**src/rtl/uart_rx.sv**
```systemverilog
// UART receiver: 2-flop synchronised rx line, 8 data bits LSB first, optional parity, 1 stop bit.
// Received bytes sit in a single-entry valid/ready register; error conditions are one-cycle pulses.
module uart_rx #(
  parameter int unsigned CLKS_PER_BIT = 16,
  parameter bit          PARITY_EN    = 1'b0,
  parameter bit          PARITY_ODD   = 1'b0
) (
  input  logic       clk,
  input  logic       rst,
  input  logic       rx_i,
  output logic [7:0] rx_data_o,
  output logic       rx_valid_o,
  input  logic       rx_ready_i,
  output logic       frame_err_o,
  output logic       parity_err_o,
  output logic       overrun_o,
  output logic       busy_o
);

  localparam int unsigned   CW      = $clog2(CLKS_PER_BIT);
  localparam int unsigned   HALF    = CLKS_PER_BIT / 2;
  localparam logic [CW-1:0] HALF_M1 = CW'(HALF - 1);
  localparam logic [CW-1:0] LAST    = CW'(CLKS_PER_BIT - 1);
  localparam logic [CW-1:0] CNT_ONE = CW'(1);

  typedef enum logic [2:0] {
    IDLE      = 3'd0,
    START     = 3'd1,
    DATA      = 3'd2,
    PARITY    = 3'd3,
    STOP      = 3'd4,
    WAIT_IDLE = 3'd5
  } state_t;

  function automatic logic calc_parity(input logic [7:0] data, input logic odd);
    return (^data) ^ odd;
  endfunction

  state_t        state_r;
  logic [1:0]    sync_r;
  logic [CW-1:0] cnt_r;
  logic [2:0]    idx_r;
  logic [7:0]    shift_r;
  logic          par_r;
  logic [7:0]    data_r;
  logic          valid_r;
  logic          frame_err_r;
  logic          parity_err_r;
  logic          overrun_r;
  logic          rx_s;
  logic          parity_bad_s;

  assign rx_s         = sync_r[1];
  assign parity_bad_s = (PARITY_EN != 1'b0) && (par_r != calc_parity(shift_r, PARITY_ODD));

  // Synchroniser, bit-timing FSM and output register; idle-high line resets the flops to 1.
  always_ff @(posedge clk) begin
    if (rst) begin
      state_r      <= IDLE;
      sync_r       <= 2'b11;
      cnt_r        <= '0;
      idx_r        <= 3'd0;
      shift_r      <= 8'h00;
      par_r        <= 1'b0;
      data_r       <= 8'h00;
      valid_r      <= 1'b0;
      frame_err_r  <= 1'b0;
      parity_err_r <= 1'b0;
      overrun_r    <= 1'b0;
    end else begin
      sync_r       <= {sync_r[0], rx_i};
      frame_err_r  <= 1'b0;
      parity_err_r <= 1'b0;
      overrun_r    <= 1'b0;
      if (valid_r && rx_ready_i) begin
        valid_r <= 1'b0;
      end
      case (state_r)
        IDLE: begin
          if (!rx_s) begin
            state_r <= START;
            cnt_r   <= '0;
          end
        end
        // Half-bit sample rejects glitches and aligns data samples to mid-bit.
        START: begin
          if (cnt_r == HALF_M1) begin
            cnt_r <= '0;
            idx_r <= 3'd0;
            state_r <= rx_s ? IDLE : DATA;
          end else begin
            cnt_r <= cnt_r + CNT_ONE;
          end
        end
        DATA: begin
          if (cnt_r == LAST) begin
            cnt_r   <= '0;
            shift_r <= {rx_s, shift_r[7:1]};
            idx_r   <= idx_r + 3'd1;
            if (idx_r == 3'd7) begin
              state_r <= (PARITY_EN != 1'b0) ? PARITY : STOP;
            end
          end else begin
            cnt_r <= cnt_r + CNT_ONE;
          end
        end
        PARITY: begin
          if (cnt_r == LAST) begin
            cnt_r   <= '0;
            par_r   <= rx_s;
            state_r <= STOP;
          end else begin
            cnt_r <= cnt_r + CNT_ONE;
          end
        end
        // Framing error outranks parity error; a good byte loads unless the register is still full.
        STOP: begin
          if (cnt_r == LAST) begin
            cnt_r <= '0;
            if (!rx_s) begin
              frame_err_r <= 1'b1;
              state_r     <= WAIT_IDLE;
            end else if (parity_bad_s) begin
              parity_err_r <= 1'b1;
              state_r      <= IDLE;
            end else begin
              if (!valid_r || rx_ready_i) begin
                data_r  <= shift_r;
                valid_r <= 1'b1;
              end else begin
                overrun_r <= 1'b1;
              end
              state_r <= IDLE;
            end
          end else begin
            cnt_r <= cnt_r + CNT_ONE;
          end
        end
        WAIT_IDLE: begin
          if (rx_s) begin
            state_r <= IDLE;
          end
        end
        default: begin
          state_r <= IDLE;
          cnt_r   <= '0;
        end
      endcase
    end
  end

  assign rx_data_o    = data_r;
  assign rx_valid_o   = valid_r;
  assign frame_err_o  = frame_err_r;
  assign parity_err_o = parity_err_r;
  assign overrun_o    = overrun_r;
  assign busy_o       = (state_r != IDLE);

endmodule

```
**config.mk**
```make
export PLATFORM = sky130hd
export DESIGN_NAME = uart_rx
export DESIGN_NICKNAME = d
export VERILOG_FILES = /design/src/rtl/uart_rx.sv
export SDC_FILE = /design/constraint.sdc
export NUM_CORES = 1
export LEC_CHECK = 0
export ABC_CLOCK_PERIOD_IN_PS = 3050
export CORE_ASPECT_RATIO = 1.1
export CORE_MARGIN = 2
export CORE_UTILIZATION = 30
export DETAILED_ROUTE_END_ITERATION = 8
export SETUP_SLACK_MARGIN = 0.15
export SLEW_MARGIN = 10
export SYNTH_ARGS = -nofsm -noshare
export SYNTH_HDL_FRONTEND = slang
export SYNTH_SLANG_ARGS = --single-unit
```
**constraint.sdc**
```tcl
create_clock -name clk -period 3.05 [get_ports clk]
set_input_delay 0.4575 -clock clk [delete_from_list [all_inputs] [get_ports clk]]
set_output_delay 0.4575 -clock clk [all_outputs]
set_load 0.005 [all_outputs]
```
==> impl_metrics.tcl <==
set metrics [dict create \
    io_buffers 15 \
    clk_path_buf_depth 2 \
    std_cell_rows 25 \
    drcViolationCount 0 \
    fmax_mhz 475 \
    worst-path-buf-inv 1 \
    crit_fanout 17 \
    finalHoldWorstSlack_ns 0.409 \
    pre_cts_ws_ns 1.09 \
    critical_path_class "register to output port" \
    stdcell_count 210 \
    total_power_mw 1.08 \
    dieArea_sq_um 5110 \
    reg2reg_slack_ns 1.15 \
    gp_congestion 0.839 \
    drt_iter0_markers 30 \
    stdcell_area_sq_um 1640 \
    crit_start "state_r[1]" \
    cts_root_buf "clkbuf_8" \
    yosysSeqAreaShare_pct 45.5 \
    setup_slack_ns 0.945 \
    die_y_um 74.7 \
    critPathLaunchType "register" \
    arrival_ns 1.65 \
    drtAntennaViolNets 0 \
    syn-num-nets 149 \
    leakage_nw 0.695 \
    clkTransAtPathRegs_ns 0.06 \
    ys_types 38 \
    finalHoldViolations 0 \
    grt_pass1_vias 1064 \
    hp-start "sync_r[0]" \
    routedWlPerCell_um 12.1 \
    p_per_area_nw_per_um2 658 \
    fin_util_pct 37.6 \
    cts-resized-gates 0 \
    status "finished, final reports clean" \
    syn-instance-count 142 \
    maxSlewHeadroom_pct 50.6 \
    drt_wl_total_um 2530 \
    initial_core_util_pct 31.4 \
    clock_latency_ns 0.28 \
    first_pass_iters 4 \
    ys_warn_count 0 \
    crit_family "flip-flops" \
    grt_max_degree 23 \
    ios 17 \
    syn2layout_area_growth_pct 19.8 \
    period_minus_slack_ns 2.11 \
    vias_per_cell 4.86 \
    rsz0062_at_grt "false" \
    numCtsBuffers 5 \
    finalSetupViolations 0 \
    netlist_area_sq_um 1370 \
    synth-seq-cells 31 \
    regArea_sq_um 621 \
    critPathMaxStageDelay_ns 0.47 \
    hpwl_um 1770 \
    irDropWorstVdd_mv 0.262 \
    synth_area_per_cell_sq_um 9.61 \
    cp.required_ns 2.59 \
    worstHoldPathType "register to register" \
    place_inst 203 \
    worstPathCellList "or3_1 -> clkdlybuf4s50_1" \
    placed_area_sq_um 1550 \
    multiInputGateArea_sq_um 702 \
    gr-usage-all-layers_pct 11.9 \
    post_cts_buffers 0 \
    grt_pass1_wl_um 4580 \
    reg2reg_from "cnt_r[0]" \
    worst_pin_slew_ns 0.738 \
    drv_cap 0 \
    vias 1020 \
    cts_hold_buf 0 \
    finalMaxSlewViolations 0 \
    finalSetupTns_ns 0 \
    fin_worst_skew_ns 0.00481 \
    slowest_stage "dfxtp_1" \
    ctsHtreeMaxLevel 2 \
    grt_antenna_before_repair 0 \
    die_w_um 68.3 \
    nets 163 \
    cts.sinks 31 \
    drive_above_1_share_pct 10.9 \
    coreArea_sq_um 4350 \
    diodes 0 \
    overflow 0 \
    fin_crit_sh_pct 69.0 \
    fillers 425 \
    crit_path_end_kind "output port" \
    cts_tree "done" \
]
[cell usage after synthesis (all sizes together)]
cell type | number | area share [%]
clkbuf | 4 | 1.1
mux2 | 2 | 1.9
o21ai | 3 | 1.1
or3b | 3 | 1.9
or2 | 3 | 1.4
buf | 5 | 2.0
a21oi | 7 | 2.6
or3 | 1 | 0.46
nor3 | 1 | 0.37
ha | 3 | 2.8
a31oi | 3 | 1.4
and2 | 3 | 1.4
nor4bb | 1 | 0.73
conb | 1 | 0.27
nor4b | 2 | 1.3
a211oi | 1 | 0.92
and3 | 2 | 1.3
a311oi | 1 | 1.1
a22o | 1 | 0.64
nor4 | 1 | 0.46
a22oi | 1 | 0.55
a21o | 2 | 1.1
and3b | 1 | 0.64
o2bb2ai | 1 | 0.64
nand2b | 4 | 1.8
nand4 | 3 | 1.8
nor2b | 1 | 0.46
nor3b | 1 | 0.55
mux2i | 16 | 12
nand3b | 3 | 1.6
nor2 | 21 | 5.8
nand3 | 3 | 1.1
nand2 | 6 | 1.6
dfxtp | 31 | 45
[state kept, by name, indices dropped and copies added, names as in the netlist]
register     flops
sync_r           2
shift_r          8
overrun_o        1
rx_valid_o       1
idx_r            3
cnt_r            4
state_r          3
rx_data_o        8
frame_err_o      1
[where the power goes]
| part | internal, mW | switching (mW) |
|---|---|---|
| clock | 0.176 | 0.138 |
| sequential | 0.428 | 0.0532 |
| combinational | 0.149 | 0.133 |
| total | 0.753 | 0.323 |
[worst reg2reg max path, delay by kind of cell (launching register included)]
kind                     cells  cell delay, ns
AO/OA/AOI/OAI                1            0.47
AND/OR/NAND/NOR              2            0.43
flip-flops                   1            0.38
multiplexers                 1            0.29
adder cells (fa/ha/maj)      1            0.22
[metal layers]
layer  vias up  wire length [um]  global-route usage (%)
li1        523                 -                       -
met1       473              1150                    14.3
met2        18              1230                    19.0
met3         6               110                    4.33
met4         0                44                    5.56
met5         -                 0                       0
[logic make-up after synthesis]
kind of cell	share of synthesized area, %
buffers and inverters	3.12
muxes	13.7
adders and majority gates	2.75
DFF	45.5
AOI/OAI and AO/OA	9.99
other	0.275
and+or+nand+nor	24.7
[placed cells by master, fill, tap and decap left out, types with 2 or more instances in the layout]
master / synthesis / layout
nand4_1: 2 / 2
clkbuf_8: 0 / 6
or3b_1: 3 / 3
a31oi_1: 3 / 3
nor2_1: 21 / 21
clkdlybuf4s50_1: 0 / 15
nand3b_1: 3 / 3
a21o_1: 2 / 2
and2_1: 3 / 3
dfxtp_1: 31 / 31
nor4b_1: 2 / 2
nand2_1: 6 / 6
ha_1: 3 / 3
mux2i_1: 16 / 16
nand2b_1: 4 / 4
o21ai_0: 3 / 3
a21oi_1: 7 / 7
or2_2: 3 / 3
nand3_1: 3 / 3
[final cells by class]
cell class                      instances  share of cell area, %
Tap cell                               54                   4.13
Clock inverter                          1                  0.306
Clock buffer                            6                   5.05
Sequential cell                        31                   37.9
Multi-Input combinational cell        102                   42.9
Timing Repair Buffer                   16                   9.64
[path summary, 6_finish.rpt]
path,end,depth (start not counted)
setup / recovery,busy_o,2
hold / removal,sync_r[1],1
setup reg to reg,state_r[0],5
hold reg to reg,sync_r[1],1
(Power assumes the default switching activity.)
